<file path="src/rtl/clock_cal_seq.sv">
// clock_cal_seq: calibration sequencer for one tunable-clock delay-line
// controller. Latches targets on start, holds the controller in reset for a
// settle period, releases it, confirms a stable lock and retries on timeout
// or tap saturation. Everything runs in the system clock domain.
//
// Request protocol: start is a one-cycle request. It is accepted only when
// busy=0 (IDLE, LOCKED or FAIL) and abort is low. Completion is reported by
// a one-cycle done pulse together with locked/error/err_code.
module clock_cal_seq #(
  parameter int SETTLE_CYCLES = 16,
  parameter int LOCK_STABLE   = 8,
  parameter int SAT_CYCLES    = 32,
  parameter int MAX_RETRY     = 3
) (
  input  logic        clk,
  input  logic        reset,
  input  logic        start,
  input  logic        abort,
  input  logic [15:0] cfg_ref_counter,
  input  logic [15:0] cfg_counter,
  input  logic [8:0]  cfg_init,
  input  logic [23:0] cfg_timeout,
  input  logic [2:0]  ctl_status,
  output logic        ctl_resetn,
  output logic [15:0] ctl_ref_counter,
  output logic [15:0] ctl_counter,
  output logic [8:0]  ctl_init,
  output logic        busy,
  output logic        done,
  output logic        locked,
  output logic        error,
  output logic [1:0]  err_code,
  output logic [1:0]  retry_cnt,
  output logic [2:0]  dbg_state,
  output logic [2:0]  dbg_sync_status
);

  typedef enum logic [2:0] {
    ST_IDLE    = 3'd0,
    ST_HOLD    = 3'd1,
    ST_RUN     = 3'd2,
    ST_CONFIRM = 3'd3,
    ST_LOCKED  = 3'd4,
    ST_FAIL    = 3'd5
  } state_t;

  // Counter widths only need to reach the terminal value minus one, since
  // each counter is cleared on the transition it triggers.
  localparam int SETTLE_W = (SETTLE_CYCLES > 1) ? $clog2(SETTLE_CYCLES) : 1;
  localparam int SAT_W    = (SAT_CYCLES > 1)    ? $clog2(SAT_CYCLES)    : 1;
  localparam int STAB_W   = (LOCK_STABLE > 1)   ? $clog2(LOCK_STABLE)   : 1;

  state_t              r_state;
  state_t              w_next_state;
  logic [2:0]          r_sync1;
  logic [2:0]          r_sync2;
  logic [SETTLE_W-1:0] r_settle_cnt;
  logic [23:0]         r_timer;
  logic [23:0]         r_timeout;
  logic [SAT_W-1:0]    r_sat_cnt;
  logic [STAB_W-1:0]   r_stab_cnt;
  logic                r_lost_cnt;
  logic [1:0]          r_retry_cnt;
  logic [1:0]          r_err_code;
  logic                r_done;
  logic [15:0]         r_ref_counter;
  logic [15:0]         r_counter;
  logic [8:0]          r_init;

  logic       w_s_lock;
  logic       w_s_end;
  logic       w_good;
  logic       w_settle_done;
  logic       w_sat_hit;
  logic       w_timeout;
  logic       w_accept_start;
  logic       w_attempt_fail;
  logic [1:0] w_attempt_code;
  logic       w_retry;
  logic       w_final_fail;
  logic [1:0] w_final_code;

  assign w_s_lock      = r_sync2[2];
  assign w_s_end       = r_sync2[1];
  assign w_good        = w_s_lock & ~w_s_end;
  assign w_settle_done = (r_settle_cnt == SETTLE_W'(SETTLE_CYCLES - 1));
  assign w_sat_hit     = w_s_end && (r_sat_cnt == SAT_W'(SAT_CYCLES - 1));
  assign w_timeout     = (r_timeout != 24'd0) && (r_timer >= r_timeout);

  // State register.
  always_ff @(posedge clk) begin
    if (reset) begin
      r_state <= ST_IDLE;
    end else begin
      r_state <= w_next_state;
    end
  end

  // Next-state decode: abort beats start, start beats the per-state logic.
  always_comb begin
    w_next_state   = r_state;
    w_accept_start = 1'b0;
    w_attempt_fail = 1'b0;
    w_attempt_code = 2'b00;
    w_retry        = 1'b0;
    w_final_fail   = 1'b0;
    w_final_code   = 2'b00;
    if (abort) begin
      w_next_state = ST_IDLE;
    end else if (start && (r_state == ST_IDLE || r_state == ST_LOCKED ||
                           r_state == ST_FAIL)) begin
      w_accept_start = 1'b1;
      w_next_state   = ST_HOLD;
    end else begin
      case (r_state)
        ST_HOLD: begin
          if (w_settle_done) w_next_state = ST_RUN;
        end
        ST_RUN: begin
          // Saturation wins over a timeout landing in the same cycle.
          if (w_sat_hit) begin
            w_attempt_fail = 1'b1;
            w_attempt_code = 2'b10;
          end else if (w_timeout) begin
            w_attempt_fail = 1'b1;
            w_attempt_code = 2'b01;
          end else if (w_good) begin
            w_next_state = (LOCK_STABLE <= 1) ? ST_LOCKED : ST_CONFIRM;
          end
        end
        ST_CONFIRM: begin
          if (w_timeout) begin
            w_attempt_fail = 1'b1;
            w_attempt_code = 2'b01;
          end else if (!w_good) begin
            w_next_state = ST_RUN;
          end else if (r_stab_cnt == STAB_W'(LOCK_STABLE - 1)) begin
            w_next_state = ST_LOCKED;
          end
        end
        ST_LOCKED: begin
          // Lock lost for two consecutive cycles is terminal, never retried.
          if (!w_good && r_lost_cnt) begin
            w_final_fail = 1'b1;
            w_final_code = 2'b11;
            w_next_state = ST_FAIL;
          end
        end
        default: ;
      endcase
      if (w_attempt_fail) begin
        if (r_retry_cnt < 2'(MAX_RETRY)) begin
          w_retry      = 1'b1;
          w_next_state = ST_HOLD;
        end else begin
          w_final_fail = 1'b1;
          w_final_code = w_attempt_code;
          w_next_state = ST_FAIL;
        end
      end
    end
  end

  // Synchronizers, attempt counters, latched configuration and status.
  always_ff @(posedge clk) begin
    if (reset) begin
      r_sync1       <= 3'b000;
      r_sync2       <= 3'b000;
      r_settle_cnt  <= '0;
      r_timer       <= 24'd0;
      r_timeout     <= 24'd0;
      r_sat_cnt     <= '0;
      r_stab_cnt    <= '0;
      r_lost_cnt    <= 1'b0;
      r_retry_cnt   <= 2'b00;
      r_err_code    <= 2'b00;
      r_done        <= 1'b0;
      r_ref_counter <= 16'd0;
      r_counter     <= 16'd0;
      r_init        <= 9'd0;
    end else begin
      r_sync1 <= ctl_status;
      r_sync2 <= r_sync1;

      if (r_state == ST_HOLD && w_next_state == ST_HOLD) begin
        r_settle_cnt <= r_settle_cnt + 1'b1;
      end else begin
        r_settle_cnt <= '0;
      end

      // The timer spans RUN and CONFIRM together and saturates at all-ones.
      if ((r_state == ST_RUN || r_state == ST_CONFIRM) &&
          (w_next_state == ST_RUN || w_next_state == ST_CONFIRM)) begin
        if (r_timer != 24'hFF_FFFF) r_timer <= r_timer + 24'd1;
      end else begin
        r_timer <= 24'd0;
      end

      if (r_state == ST_RUN && w_next_state == ST_RUN && w_s_end) begin
        r_sat_cnt <= r_sat_cnt + 1'b1;
      end else begin
        r_sat_cnt <= '0;
      end

      // The RUN cycle that first sees a good lock counts as stable cycle one.
      if (w_next_state == ST_CONFIRM) begin
        r_stab_cnt <= (r_state == ST_CONFIRM) ? r_stab_cnt + 1'b1 : STAB_W'(1);
      end else begin
        r_stab_cnt <= '0;
      end

      r_lost_cnt <= (r_state == ST_LOCKED) && (w_next_state == ST_LOCKED) && !w_good;

      r_done <= ((w_next_state == ST_LOCKED) || (w_next_state == ST_FAIL)) &&
                (w_next_state != r_state);

      if (w_accept_start) begin
        r_ref_counter <= cfg_ref_counter;
        r_counter     <= cfg_counter;
        r_init        <= cfg_init;
        r_timeout     <= cfg_timeout;
        r_retry_cnt   <= 2'b00;
        r_err_code    <= 2'b00;
      end else begin
        if (w_retry) r_retry_cnt <= r_retry_cnt + 2'd1;
        if (w_final_fail) r_err_code <= w_final_code;
      end
    end
  end

  assign ctl_resetn      = (r_state == ST_RUN) || (r_state == ST_CONFIRM) ||
                           (r_state == ST_LOCKED);
  assign busy            = !((r_state == ST_IDLE) || (r_state == ST_LOCKED) ||
                             (r_state == ST_FAIL));
  assign done            = r_done;
  assign locked          = (r_state == ST_LOCKED);
  assign error           = (r_state == ST_FAIL);
  assign err_code        = r_err_code;
  assign retry_cnt       = r_retry_cnt;
  assign ctl_ref_counter = r_ref_counter;
  assign ctl_counter     = r_counter;
  assign ctl_init        = r_init;
  assign dbg_state       = r_state;
  assign dbg_sync_status = r_sync2;

endmodule
</file>
<file path="config.mk">
export PLATFORM = sky130hd
export DESIGN_NAME = clock_cal_seq
export DESIGN_NICKNAME = d
export VERILOG_FILES = /design/src/rtl/clock_cal_seq.sv
export SDC_FILE = /design/constraint.sdc
export NUM_CORES = 1
export LEC_CHECK = 0
export ABC_AREA = 1
export BUFFER_PORTS_ARGS = -buffer_cell sky130_fd_sc_hd__buf_4
export CORE_ASPECT_RATIO = 0.75
export CORE_MARGIN = 8
export CORE_UTILIZATION = 54
export CTS_CLUSTER_DIAMETER = 40
export DETAILED_ROUTE_END_ITERATION = 16
export PLACE_DENSITY_LB_ADDON = 0.2
export SYNTH_ARGS = -nofsm -noshare
export SYNTH_HDL_FRONTEND = slang
export SYNTH_SLANG_ARGS = --single-unit
</file>
<file path="constraint.sdc">
create_clock -name clk -period 2.3 [get_ports clk]
set_input_delay 0.345 -clock clk [delete_from_list [all_inputs] [get_ports clk]]
set_output_delay 0.345 -clock clk [all_outputs]
set_load 0.02 [all_outputs]
</file>
Yosys cells after proc, flatten, opt, wreduce, memory -nomap -nowiden --
Cells that the tools add are included. Widths: inputs -> output; s select.
Storage, ports and cells: output and inout bits 56, bits of input ports 72, word-level logic and storage cells 112, flip-flop bits (word level) 116
Operators by class: bitwise gates (word level) 7, equality and inequality tests 15, mux-type cells 40, $lt $le $gt $ge 2, add/subtract/negate cells 5, reductions and logical operators 27
Operators with widths (number):
- $mux 3 | 12
- $add 24x1->24 const B | 1
- $ge 24x24->1 | 1
- $ne 24x24->1 const B | 1
- $reduce_bool 24->1 | 1
- $mux 1 | 18
- $eq 3x3->1 const B | 5
- $mux 2 | 7
- $eq 3x2->1 const B | 4
- $pmux 3 s4 | 1
- $logic_and 1x1->1 | 11
- $reduce_or 2->1 | 5
- $eq 3x1->1 const B | 2
- $logic_or 1x1->1 | 6
- $not 1->1 | 6
- $add 5x1->5 const B | 1
- $eq 5x5->1 const B | 1
- $add 4x1->4 const B | 1
- $eq 4x4->1 const B | 1
- $pmux 2 s2 | 1
- $add 3x1->3 const B | 1
- $logic_not 3->1 | 1
- $ne 3x3->1 | 1
- $reduce_or 3->1 | 1
- other kinds (5) | 6

Depth between registers and ports, before layout --
Gate-level depths: netlist of the first run.
depth in word-level cells 15, depth in mapped cells 19, depth with buffers taken out 19

Worst setup path before layout of the first run --
No wires, ideal clock.
kind register -> register, start point register r_timeout[23], end point register r_timer[18], path buffers 1, arrival time 1927 ps, setup time 64 ps, stages on the path, launching flop included 16, clock period less this slack 1991 ps, data required time 2236 ps, setup slack 309 ps, cell sequence dfxtp_1 inv_1 ha_1 a21o_1 nor2_1 nand2_1 a21oi_1 nand2_1 nand3_2 nand2_2 nor2_2 nand3_2 nor2_4 nand3_4 buf_6 nor2_1
On the way: word-level cells in the longest chain between the ends 15, elaborated cells on any way between the ends 21, classes of those cells order compare: 1; eq/ne: 2; mux: 12; bitwise: 1; reduce/logical: 5
Ends and longest elaborated chain:
- start: declaration | line 59 | logic [23:0] r_timeout;
- start signal: assignment | line 221 | r_timeout <= cfg_timeout;
- $ge 24x24->1 or $reduce_bool 24->1 (tied branches) | line 88 | assign w_timeout = (r_timeout != 24'd0) && (r_timer >= r_timeout);
- $logic_and 1x1->1 (*) | line 88
- $mux 1 | line 124, 132
- $mux 1 | line 121 | if (w_sat_hit) begin
- $pmux 1 s2 | line 115 | case (r_state)
- $mux 1 | line 110 | end else if (start && (r_state == ST_IDLE || r_state == ST_LOCKED ||
- $mux 1 | line 108 | if (abort) begin
- $mux 3 (*) | line 151 | if (w_attempt_fail) begin
- $mux 3 (*) | line 110
- $mux 3 (*) | line 108
- $eq 3x2->1 | line 193 | (w_next_state == ST_RUN || w_next_state == ST_CONFIRM)) begin
- $logic_or 1x1->1 (*) | line 193
- $logic_and 1x1->1 (*) | line 192 | if ((r_state == ST_RUN || r_state == ST_CONFIRM) &&
- $not 1->1 (no source line) (*)
- $reduce_or 2->1 (no source line) (*)
- end signal: assignment | line 194 | if (r_timer != 24'hFF_FFFF) r_timer <= r_timer + 24'd1;
- end: declaration | line 58 | logic [23:0] r_timer;
Mark *: on every way between the ends. The rest lies on a longest branch, timed or not. The select of a mux whose other input is x is not followed. A chain may end at the register's enable or synchronous reset.

Final worst setup path of the first run --
start point register r_timeout[11], end point register r_timer[16]
Same word-level chain as after synthesis.

==> results.md, run 1 <==
- The final worst-path cycle share is 105.7%.
- The post-synthesis area per instance is about 7.7 um^2.
- Entering global routing, the biggest net connects 93 pins.
- Summed over all layers, the global routing overflow is 0.
- Sequential cells were found to cover 43.48% of the synthesized design area.
- Of the total power, the share spent switching nets is 23.98%.
- Counting I/O delays and the setup requirement, the final critical path takes 2.431 ns.
- The run finished, with violations left.
- The combinational fraction of design power is 12.1%.
- Sorting the synthesized cells by area gives the leading types as dfxtp_1 (43%), inv_1 (8.2%), ha_1 (7.3%).
- Buffers inserted to repair hold after CTS numbered 0.
- The library cell used as clock root buffer is clkbuf_16.
- Across all hold checks on the routed design, the worst slack comes to 0.1303 ns.
- The clock share of power is around half.
- The setup violation total in the final timing report is 38.
- After the last flow step, the layout net total stands at 958.
- The max-slew violation count is 0.
- Setup repair after global routing could not meet its margin everywhere.
- The detailed-route vias per instance is 5.286.
- The H-tree depth is 4.
- The completed layout was analyzed and its total power is 0.005599 W.
- The count of input and output buffers is ~130.
- The number of placed I/O pins is 128.
- Dividing the detail-routed wire length by the instance count gives roughly 17 um.
- The worst-case IR drop observed on VDD is about 0.60 mV.
- The largest fanout on the critical path is 6.
- Based on the critical path, the design can be clocked at up to between 0.4 and 0.5 GHz.
- The cell with the largest stage delay on the worst path is dfxtp_2.
- After legalization and detailed placement, the total HPWL measured 10350 um.
- The share of the synthesized area in the top cell type is 43.48%.
- In this run the standard cell core region covers 9658 um^2.
- The most common cell in the synthesized netlist is inv_1.
- Summed over all nets, wire length on met3 after detailed routing comes to 1269 um.
- The leakage power of the design is 3.385 nW.
- The clock network latency to the later pin of the worst-skew pair is ~0.42 ns.
- The smallest setup slack after layout is -0.1311 ns.
- The setup TNS is -3.299 ns.
- The worst setup path is captured at a flip-flop.
- TritonCTS built the clock tree.
- The first TritonRoute pass finished after 5 iterations.
- Across the run, the number of max-cap violations was 0.
- Clock-pin slew was measured on the worst setup and hold paths at 0.06 ns.
- The min-delay analysis places its worst path in the category in -> reg.
- Buffers inserted during clock tree synthesis total 17.
- For this run, the number of Yosys warnings is 0.
- In the final layout, the share of cells above drive strength 1 is 37.49%.
- For the final database, setup skew stands at around 0.008 ns.
- At the pin with the least slew margin, the transition time is 0.6244 ns.
- The worst stage delay on the critical path is 0.32 ns.
- The setup path with the least slack is of type reg -> reg.
- 0 antenna diodes ended up in the layout.
- The proportion of power drawn by flip-flops and latches is a little under two fifths.
- The routed metal-1 wire length is 6910 um.
- The number of DRC markers after the initial detailed-route iteration is 471.
- The global-route wire length before repair is 23830 um.
- When the netlist entered floorplanning its net count stood at about 800.
- In the synthesized netlist the async set-or-reset flop fraction comes to 0%.
- The worst setup path is launched from a flip-flop.
- The horizontal die dimension is 130.8 um.
- The synthesized netlist occupies a cell area of 5341 um^2.
- The required time of the critical path is ~2.6 ns.
- The checks that failed: negative setup slack.
- The finished layout holds ~1000 standard cells, fillers aside.
- By count the netlist is led by inv_1 (117), dfxtp_1 (116), nor2_1 (81).
- The worst relative slew slack is around three fifths.
- The data arrival time of the worst path is approximately 2.7 ns.
- The highest layer touched by signal routing is met4.
- Global routing consumed, over all layers together, 22.84% of the routing resources.
- The switching component of the power is 0.001343 W.
- The growth of design area from synthesis to finish is 45.98%.
- For this run, the leading register cell type out of synthesis is dfxtp_1.
- The placed instance count is 954.
- The number of failing hold endpoints at the final stage is 0.
- The synthesized design contains 0 enable-type register cells.
- The clock passes through at most 2 buffers.
- For this run, design rule violations remaining after detail routing come to 0.
- The count of antenna-violating nets left after detailed routing is 0.
- Cells fill 80.74% of the core in the end.
- After technology mapping, the gate count stands at between 600 and 700.
- The final route contains 5281 vias.
- In this design, the critical path's most frequently occurring cell is nand2_1.
- The starting utilization of the core area is 55.31%.
- In the detailed route, the total length drawn on met2 is between 8000 and 9000 um.
- The number of flip-flops and latches in the synthesized netlist is about 120.
- The dominant cell type by area after synthesis is dfxtp_1.
- The die span in y is 102.1 um.
- The area of the die is 13360 um^2.
- The number of placement rows is 31.
- Traced cell by cell, the critical path runs through inv_2, ha_4, nand2_4, inv_1, nand2_2, nand2_2, nand2_1, nand2_1, a21oi_2, nand2_4, nand3_4, nand2_4, nand2_1, nand2_1, nor2_2, inv_4, nand3_4, nor2_2.
- The number of global-route vias before repair was between 5k and 6k.
- The number of clock sinks seen by CTS is 116.
- Routability-driven placement finished with a final weighted congestion of 0.8763.
- The wire length reported by the detailed router is 16560 um.
- The internal portion of the total power is 0.004257 W.
- The distinct cell type count of the synthesized netlist is 35.
- The number of antenna violations at the first check in global routing is 0.
- Power spread over the standard cell area amounts to a little over 700 nW/um^2.
==> final cells by class <==
class                           instances  area, um^2
Timing Repair Buffer                  161        1249
Sequential cell                       116        2351
Clock inverter                         11       157.7
Multi-Input combinational cell        440        2969
Clock buffer                           20       456.7
Inverter                              119       449.2
Fill cell                             617        1861
Tap cell                              132       165.2
==> flip-flops by register name (all words and copies together) (netlist names), 4 cells and up <==
signal           flops
r_timeout           24
r_timer             24
ctl_counter         16
ctl_ref_counter     16
ctl_init             9
r_sat_cnt            5
r_settle_cnt         4
==> logic make-up after synthesis <==
logic type                 count (synthesis)  synth area share, %
and+or+nand+nor                          223                19.68
DFF                                      116                43.48
xor gates and xnor gates                  25                4.099
buffers and inverters                    143                10.35
AOI/OAI and AO/OA                        158                15.13
adders and majority gates                 31                7.262
==> power by group through the flow <==
stage,logic (W),clock network (W),registers [W]
2_1_floorplan,0.000241,0,0.00225
3_3_place_gp,0.000562,0,0.00218
3_5_place_dp,0.000577,0,0.00218
4_1_cts,0.000610,0.00278,0.00214
5_1_grt,0.000739,0.00289,0.00216
6_report,0.000679,0.00277,0.00215
==> path summary, 6_finish.rpt <==
check / startpoint / to / slack [ns] / depth (start not counted)
min: ctl_status[0] / r_sync1[0] / 0.13 / 3
max: r_timeout[11] / r_timer[16] / -0.13 / 18
min reg2reg: r_sync1[0] / dbg_sync_status[0] / 0.40 / 2
max reg2reg: r_timeout[11] / r_timer[16] / -0.13 / 18
==> critical path: cells and delay by family, from the launching register on <==
kind                       cells  cell delay, ns
and+or+nand+nor               13            1.30
AOI/OAI and AO/OA              1            0.20
DFF                            1            0.32
adders and majority gates      1            0.22
buffers and inverters          3            0.27
==> stage by stage <==
step / setup slack, ns / cell area (um^2)
global route: -0.2259 / 7797
CTS: -0.03664 / 7407
detailed placement: -0.1589 / 6551
floorplan: 0.3086 / 5341
global placement: -0.07890 / 6551
finish: -0.1311 / 7797
==> cell usage in the layout, fill, tap and decap left out, types with 8 or more instances in the layout <==
| master | synthesis | routed |
|---|---|---|
| nand2_1 | 70 | 55 |
| nand4_1 | 12 | 12 |
| nand3_1 | 22 | 19 |
| nand3_4 | 1 | 8 |
| inv_2 | 2 | 16 |
| nor2_1 | 81 | 50 |
| dfxtp_2 | 0 | 20 |
| a21oi_1 | 77 | 74 |
| xor2_1 | 21 | 21 |
| nor2_2 | 7 | 30 |
| ha_4 | 0 | 16 |
| o21ai_0 | 75 | 74 |
| clkbuf_16 | 0 | 17 |
| buf_4 | 0 | 155 |
| dfxtp_1 | 116 | 95 |
| inv_1 | 117 | 102 |
| nand2_2 | 6 | 14 |
| nand2_4 | 1 | 8 |
| nor2_4 | 1 | 9 |
| ha_1 | 31 | 15 |
==> timing repair <==
action | CTS | global route
buffers inserted | 4 | 7
endpoints found under the setup margin | 35 | 44
resized for setup | 42 | 92
pin swaps | 20 | 32
gates cloned | 3 | 0
==> per-layer routing <==
metal  vias up  global-route usage (%)
met2       233                   37.61
li1       2568                       -
met5         -                       0
met3        34                   6.152
met4         0                   9.059
met1      2446                   27.90
No activity file was read; power rests on OpenSTA's default activity.
==> run 2, diff against run 1 <==
--- a/config.mk
+++ b/config.mk
@@ -5,11 +5,10 @@
 export SDC_FILE = /design/constraint.sdc
 export NUM_CORES = 1
 export LEC_CHECK = 0
-export ABC_AREA = 1
 export BUFFER_PORTS_ARGS = -buffer_cell sky130_fd_sc_hd__buf_4
 export CORE_ASPECT_RATIO = 0.75
 export CORE_MARGIN = 8
-export CORE_UTILIZATION = 54
+export CORE_UTILIZATION = 53
 export CTS_CLUSTER_DIAMETER = 40
 export DETAILED_ROUTE_END_ITERATION = 16
 export PLACE_DENSITY_LB_ADDON = 0.2
==> run 2 against run 1 <==
The flow still finishes with violations (negative setup slack). Setup slack worse by 0.34 ns. Total power is 3.5% lower. Sequential share of layout area down 0.13 points. Die area decreased by 0.88%. Critical path type unchanged. Critical endpoint is now r_timer[2]. Largest cell class unchanged. Largest power group unchanged.
==> results.md, run 2 <==
- The setup slack of the worst register-to-register path is -0.47 ns (-0.34 ns).
- The max-cap violation count is 0 (unchanged).
- The detailed-route wire length per cell is 16.34 um (-1.5%).
- The total global-route track usage is 24.43% (+1.6 points).
- The storage element area came to 2335 um^2 (-0.69%).
- The most numerous cell in the Yosys netlist is nand2_1.
- The setup violation total in the final timing report is 44 (+16%).
- The area of the die was 13250 um^2 (-0.88%).
- The kind of launch point of the worst setup path is a flip-flop.
- The total of fill cells in the finished design was 629 (+1.9%).
- The H-tree depth is 4 (unchanged).
- The worst relative slew slack is 62.36% (+4.0 points).
- The pre-CTS setup slack is -0.5205 ns (-0.3616 ns).
- The number of global-route vias before repair is 5345 (+6.1%).
- The number of buffers on the longest clock path came to 2 (unchanged).
- The wire length reported by the detailed router came to 16010 um (-3.3%).
- The data arrival time of the worst path is 3.10 ns (+0.36 ns).
- The post-synthesis instance total is 636 (-8.6%).
- In the final layout, the registers with the most flip-flops are r_timeout: 24 flops, r_timer: 24 flops.
- The commonest cells after synthesis are nand2_1 (149), dfxtp_1 (116), a21oi_1 (80).
- The count of input and output buffers is 127 (unchanged).
- The run finished, with violations left.
- The setup clock skew after layout is 0.01486 ns (+0.006853 ns).
- The clock network latency to the later pin of the worst-skew pair was 0.42 ns (about the same).
- The floorplan core area was 9580 um^2 (-0.80%).
- The detailed-route vias per instance came to 5.299 (+0.24%).
- The total congestion overflow is 0 (unchanged).
- The worst reg2reg path startpoint is r_timeout[17].
- The count of TritonRoute iterations in the first routing pass was 4 (-1).
- The post-synth net total is 739 (-7.5%).
- The end of the worst register-to-register path is r_timer[2].
- The final design area excluding fillers came to 7777 um^2 (-0.26%).
- The number of placed I/O pins is 128 (unchanged).
- The most frequently used flop master after synthesis is dfxtp_1.
- Ranked by total cell area, the synthesized netlist is headed by dfxtp_1 (45%), nand2_1 (11%), a21oi_1 (7.7%).
- The distinct cell type count of the synthesized netlist is 48 (+37%).
- The netlist area before placement is 5189 um^2 (-2.9%).
- The category of the most critical setup path is reg -> reg.
- The DRC violation count after routing is 0 (unchanged).
- The number of flops mapped to enable cells by yosys was 0 (unchanged).
- The worst setup path is captured at a flip-flop.
- The final worst-path cycle share is 120.4% (+15 points).
- The share of flip-flops with an asynchronous set or reset is 0% (unchanged).
- The highest clock frequency the design can meet came to 0.3610 GHz (-12%).
- The share of cells above drive strength 1 came to 35.26% (-2.2 points).
- The largest net degree at the start of global routing was 69 (-26%).
- The number of cells on the worst reg-to-reg path is 10 (-8).
- The number of cells on the worst hold path is 2 (-1).
- The smallest setup slack after layout came to -0.4703 ns (-0.3392 ns).
- The number of flip-flops and latches in the synthesized netlist is 116 (unchanged).
- The shortest clock period the worst path allows after layout came to 2.770 ns (+0.3392 ns).
- The library cell used most frequently in the layout, excluding fill and tap cells, is buf_4.
- The tightest hold margin is 0.1672 ns (+0.03691 ns).
- The leakage power of the design was 3.326 nW (-1.7%).
- The number of DRC markers after the initial detailed-route iteration came to 256 (-46%).
- The top cell types in the final layout, fill and taps aside, are buf_4 (201), nand2_1 (149), dfxtp_1 (106).
- The largest voltage drop on the vdd net is 0.6179 mV (+3.8%).
- The starting utilization of the core area is 54.16% (-1.1 points).
- The number of antenna violations at the first check in global routing was 0 (unchanged).
- The number of placement rows came to 31 (unchanged).
- The final reports fail on negative setup slack.
- The post-synthesis area per instance is 8.158 um^2 (+6.3%).
- The worst hold-check path type is in -> reg.
- The clock tree from TritonCTS is done.
- The HPWL after detailed placement is 11160 um (+7.8%).
- Summed over all instances, the cell type with the most area after synthesis is dfxtp_1.
- The area after detailed placement is 6847 um^2 (+4.5%).
- The total via count in the routed design was 5193 (-1.7%).
- The area of the multi-input gates is 2904 um^2 (-2.2%).
- The count of antenna-violating nets left after detailed routing is 0 (unchanged).
- The required time of the critical path was 2.63 ns (+0.03 ns).
- The horizontal die dimension is 130.3 um (-0.45%).
- The number of failing hold endpoints at the final stage is 0 (unchanged).
- The total clock buffers created by CTS was 17 (unchanged).
- The number of warnings reported in the yosys synthesis log is 0 (unchanged).
- Traced cell by cell, the critical path runs through inv_2, ha_4, nand4_1, nor4_4, or4b_4, a31oi_4, o21ai_2, a2111o_1, buf_6, nor3_2.
- The growth of design area from synthesis to finish is 49.89%.
- The global-route wire length before repair is 25350 um (+6.4%).
- The number of clock sinks seen by CTS is 116 (unchanged).
- The routability congestion estimate is 0.8534 (-2.6%).
- Tracing the worst setup path back leads to its startpoint at r_timeout[17].
- The power density normalized to cell area was 694.9 nW/um^2 (-3.2%).
- The die span in y came to 101.7 um (-0.43%).
- The share of the synthesized area in the top cell type came to 44.76% (+1.3 points).
- The max-slew violation count is 0 (unchanged).
- The clock slew seen by the registers of the worst setup and hold paths is 0.05 ns (about the same).
- Setup repair after global routing could not meet its margin everywhere.
- The cell with the largest stage delay on the worst path is or4b_4.
- The post-synthesis sequential area ratio is 44.76% (+1.3 points).
- The setup TNS is -17.03 ns (-13.73 ns).
- The largest fanout on the critical path is 11 (+5).
- The number of antenna cells inserted is 0 (unchanged).
- The last element of the critical path is r_timer[2].
- The root buffer cell chosen for the clock tree is clkbuf_16.
- The worst stage delay on the critical path is 0.52 ns (+0.20 ns).
- The net count of the finished layout is 938 (-2.1%).
- The worst-margin pin slew is 0.5646 ns (-0.05980 ns).
[run 2: changes by cell type in the layout (fill, tap and decap cells not counted), moves of 13 or more]
cell | previous run | this run
o21ai_0 | 74 | 5
buf_4 | 155 | 201
nand2_2 | 14 | 0
nor2_1 | 50 | 37
inv_1 | 102 | 31
nor2_2 | 30 | 8
nand2_1 | 55 | 149
[run 2: power breakdown]
group | internal [W] | switching, W | leakage, nW | total [W]
sequential | 0.00207 | 0.0000348 | 0.947 | 0.00211
combinational | 0.000291 | 0.000298 | 2.08 | 0.000589
clock | 0.00181 | 0.000900 | 0.299 | 0.00271
total | 0.00417 | 0.00123 | 3.33 | 0.00540
[run 2: logic make-up after synthesis]
logic type	count (synthesis)	synth area share [%]
buffers and inverters	65	4.992
AO/OA/AOI/OAI	113	13.00
XOR/XNOR	25	4.220
multiplexers	3	0.5788
flip-flops	116	44.76
adder cells (fa/ha/maj)	31	7.475
AND/OR/NAND/NOR	283	24.98
[run 2: worst max-delay path, delay by kind of cell (launching register included)]
kind	cells	cell delay, ns
AOI/OAI and AO/OA	3	0.72
DFF	1	0.33
and+or+nand+nor	4	1.16
adders and majority gates	1	0.26
buffers and inverters	2	0.22
[run 2: through the flow]
stage                     util (%)  power (W)  instances
after floorplan                  -   0.002396        636
after global placement       71.46   0.002657        939
after detailed placement     71.46   0.002673        939
after CTS                    79.89   0.005401        976
after global routing         81.18   0.005576        980
final                        81.18   0.005404        980
[run 2: area by class of cell]
type,count,area share (%)
clock buffers,23,6.274
clock inverters,9,1.609
inverters,36,1.737
multi-input cells,455,37.34
flip-flops and latches,116,30.02
well taps,132,2.124
repair buffers,209,20.90
[run 2: how the worst min path moves through the flow]
| stage | start | to | slack [ns] |
|---|---|---|---|
| floorplan | r_sync1[0] | dbg_sync_status[0] | 0.41 |
| global placement | r_sync1[0] | dbg_sync_status[0] | 0.42 |
| detailed placement | r_sync1[2] | dbg_sync_status[2] | 0.43 |
| CTS | ctl_status[1] | r_sync1[1] | 0.16 |
| global route | ctl_status[1] | r_sync1[1] | 0.16 |
| finish | ctl_status[1] | r_sync1[1] | 0.17 |
[run 2: what timing repair did]
item | CTS | global route
cloned | 0 | 0
endpoints found under the setup margin | 44 | 44
hold endpoints to repair | 0 | 0
pin swaps | 5 | 16
hold buffers | 0 | 0
buffers inserted | 5 | 5
gates resized for setup | 27 | 22
[run 2: routing by layer]
metal	part of all wire [%]	track usage, %	vias to the layer above
met5	0	0	-
met4	1.4	9.342	0
met3	8.2	9.837	22
met2	48	40.59	185
met1	42	27.65	2440
li1	-	-	2546
==> run 3, diff against run 2 <==
--- a/config.mk
+++ b/config.mk
@@ -5,13 +5,15 @@
 export SDC_FILE = /design/constraint.sdc
 export NUM_CORES = 1
 export LEC_CHECK = 0
+export ABC_AREA = 1
 export BUFFER_PORTS_ARGS = -buffer_cell sky130_fd_sc_hd__buf_4
 export CORE_ASPECT_RATIO = 0.75
 export CORE_MARGIN = 8
-export CORE_UTILIZATION = 53
+export CORE_UTILIZATION = 54
 export CTS_CLUSTER_DIAMETER = 40
 export DETAILED_ROUTE_END_ITERATION = 16
 export PLACE_DENSITY_LB_ADDON = 0.2
+export SETUP_SLACK_MARGIN = 0.15
 export SYNTH_ARGS = -nofsm -noshare
 export SYNTH_HDL_FRONTEND = slang
 export SYNTH_SLANG_ARGS = --single-unit
==> run 3 against run 2 <==
Sequential power is 2% higher. The run still ends with negative setup slack left. Sequential share of layout area hardly changed. Core utilization is 0.16 points lower. Global-route usage is 1.6 points lower. Combinational power is 16% higher. Design area is 0.61% higher. Register-to-register slack better by 0.31 ns.
==> results.md, run 3 (same netlist as run 1, synthesis figures left out) <==
- The flow ran to the end, but the final reports show violations.
- The final reports fail on negative setup slack.
- The nature of the critical path endpoint is a flip-flop.
- The leakage power of the design is 3.385 nW (+1.8%).
- The number of buffers on the longest clock path is 2 (unchanged).
- The net count of the finished layout is 956 (+1.9%).
- The worst hold path startpoint is ctl_status[0].
- The setup slack of the worst register-to-register path came to -0.16 ns (+0.31 ns).
- The count of buffer and inverter cells on the critical path is 3 (+1).
- The total of fill cells in the finished design is 610 (-3.0%).
- The total via count in the routed design was 5337 (+2.8%).
- The worst stage delay on the critical path is 0.35 ns (-0.17 ns).
- The kind of launch point of the worst setup path is a flip-flop.
- The total global-route track usage came to 22.84% (-1.6 points).
- The number of buffers inserted for hold repair after clock tree synthesis came to 0 (unchanged).
- The number of DRC markers after the initial detailed-route iteration is 487 (+90%).
- The DRC violation count after routing came to 0 (unchanged).
- The worst hold-check path type is in -> reg.
- The highest clock frequency the design can meet is 0.4061 GHz (+13%).
- Setup repair after global routing could not meet its margin everywhere.
- The final worst-path cycle share is 107.1% (-13 points).
- The number of placed I/O pins came to 128 (unchanged).
- The H-tree depth was 4 (unchanged).
- The worst-margin pin slew is 0.6385 ns (+0.07390 ns).
- The shortest clock period the worst path allows after layout is 2.462 ns (-0.3079 ns).
- The area growth from synthesis to layout is 46.50%.
- The number of cells on the worst reg-to-reg path is 14 (+4).
- The setup violation total in the final timing report came to 38 (-14%).
- The data arrival time of the worst path is 2.77 ns (-0.33 ns).
- The worst hold path terminates at r_sync1[0].
- The largest net degree at the start of global routing is 93 (+35%).
- The share of cells above drive strength 1 is 38.27% (+3.0 points).
- The number of antenna cells inserted is 0 (unchanged).
- The horizontal die dimension is 130.8 um (+0.45%).
- TritonCTS built the clock tree.
- The number of global-route vias before repair is 5029 (-5.9%).
- Among cell families on the critical path, the largest total delay comes from simple AND/OR/NAND/NOR gates.
- The largest voltage drop on the vdd net is 0.6633 mV (+7.3%).
- The total clock buffers created by CTS is 17 (unchanged).
- The clock slew seen by the registers of the worst setup and hold paths was 0.06 ns (about the same).
- The final design area excluding fillers is 7825 um^2 (+0.61%).
- Traced cell by cell, the critical path runs through inv_2, ha_4, a21o_1, nor2_1, nand2_1, a21oi_2, nand2_4, buf_4, a21boi_2, nor2_2, nor2_4, inv_4, nand3_4, nor2_4.
- The clock network latency to the later pin of the worst-skew pair came to 0.42 ns (about the same).
- The cell sitting at the root of the clock tree is a clkbuf_16.
- The starting utilization of the core area is 55.31% (+1.1 points).
- The max-slew violation count is 0 (unchanged).
- The placed instance count is 954 (+1.6%).
- The worst relative slew slack is 57.39% (-5.0 points).
- The max-cap violation count was 0 (unchanged).
- The number of failing hold endpoints at the final stage is 0 (unchanged).
- The count of antenna-violating nets left after detailed routing was 0 (unchanged).
- The power density normalized to cell area is 716.6 nW/um^2 (+3.1%).
- The count of TritonRoute iterations in the first routing pass is 5 (+1).
- The category of the most critical setup path is reg -> reg.
- In this design, the critical path's most frequently occurring cell is nor2_4.
- The setup clock skew after layout is 0.01120 ns (-0.003667 ns).
- Leaving out fill and tap cells, the most frequent cells in the layout are buf_4 (153), inv_1 (102), dfxtp_1 (94).
- The largest fanout on the critical path was 6 (-5).
- The global-route wire length before repair was 23820 um (-6.0%).
- The total congestion overflow is 0 (unchanged).
- The floorplan core area is 9658 um^2 (+0.81%).
- The HPWL after detailed placement is 10350 um (-7.2%).
- The smallest setup slack after layout is -0.1624 ns (+0.3079 ns).
- The detailed-route vias per instance is 5.353 (+1.0%).
- The number of cells on the worst hold path is 3 (+1).
- The cell with the largest stage delay on the worst path is dfxtp_2.
- The most common cell after layout, fill and taps aside is buf_4.
- The required time of the critical path is 2.60 ns (-0.03 ns).
- The routability congestion estimate is 0.8763 (+2.7%).
- The number of placement rows is 31 (unchanged).
- The area after detailed placement is 6551 um^2 (-4.3%).
- The die span in y was 102.1 um (+0.43%).
- The number of antenna violations at the first check in global routing is 0 (unchanged).
- The detailed-route wire length per cell is 17.10 um (+4.6%).
- The number of clock sinks seen by CTS is 116 (unchanged).
- The wire length reported by the detailed router is 17050 um (+6.5%).
- The worst reg2reg path startpoint is r_timeout[23].
- The count of input and output buffers came to 127 (unchanged).
- The area of the die came to 13360 um^2 (+0.89%).
- The post-route non-filler standard cell count came to 997 (+1.7%).
- The worst register-to-register path ends at r_timer[9].
- In the final layout, the registers with the most flip-flops are r_timeout: 24 flops, r_timer: 24 flops.
## run 3: changes by cell type in the layout (fill, tap and decap cells not counted), sizes merged, moves of 6 or more
cell and delta:
nand3 +15, o21ai +67, and3 -7, xnor2 -7, xor2 +7, nand2b -6
buf -50, nor4 -8, nor2 +43, nor2b -10, inv +83, nand2 -72
## run 3: timing repair
item	CTS	global route
setup buffers	4	5
pin swaps	21	34
cloned	3	0
endpoints found under the setup margin	41	46
gates resized for setup	42	103
## run 3: layer usage
metal	global-route usage, %	routed length (um)	vias up
li1	-	-	2567
met1	28.09	7021	2460
met2	37.61	8177	263
met5	0	0	-
met4	8.883	433	0
met3	5.944	1414	47
## run 3: through the flow
| stage | util (%) | worst slack, ns | setup TNS [ns] | hold slack [ns] | total power, W |
|---|---|---|---|---|---|
| 3_3_place_gp | 67.83 | -0.07890 | -1.850 | 0.3926 | 0.002740 |
| 6_report | 81.02 | -0.1624 | -3.982 | 0.1293 | 0.005608 |
| 5_1_grt | 81.02 | -0.2568 | -7.725 | 0.1404 | 0.005783 |
| 2_1_floorplan | - | 0.3086 | 0 | 0.3883 | 0.002487 |
| 4_1_cts | 76.69 | -0.03664 | -0.2245 | 0.1250 | 0.005534 |
| 3_5_place_dp | 67.83 | -0.1589 | -3.739 | 0.3965 | 0.002760 |
## run 3: report_power, final
group / switching [W] / leakage [nW] / internal [W]
clock: 0.000929 / 0.305 / 0.00185
combinational: 0.000378 / 2.12 / 0.000303
sequential: 0.0000455 / 0.957 / 0.00210
total: 0.00135 / 3.39 / 0.00426
## run 3: final cells by class
cell class                 count  area (um^2)  share of cell area [%]
sequential                   116         2350                   30.03
multi-input combinational    440         3013                   38.50
inverter                     119        449.2                   5.740
clock inverter                11        157.7                   2.015
timing repair buffer         159         1234                   15.77
tap                          132        165.2                   2.111
clock buffer                  20        456.7                   5.836
## run 3: worst max-delay path by stage
stage / start / end / slack (ns) / depth (start not counted)
floorplan: r_timeout[23] / r_timer[18] / 0.31 / 15
global placement: r_timeout[19] / r_timer[22] / -0.08 / 16
detailed placement: r_timeout[19] / r_timer[16] / -0.16 / 16
CTS: r_timeout[10] / r_timer[16] / -0.04 / 18
global route: r_timeout[23] / r_timer[9] / -0.26 / 16
finish: r_timeout[23] / r_timer[9] / -0.16 / 14
## run 3: worst min-delay path: cells and delay by family
family,cells,cell delay [ns]
simple gates,1,0.06
buf+inv,2,0.11
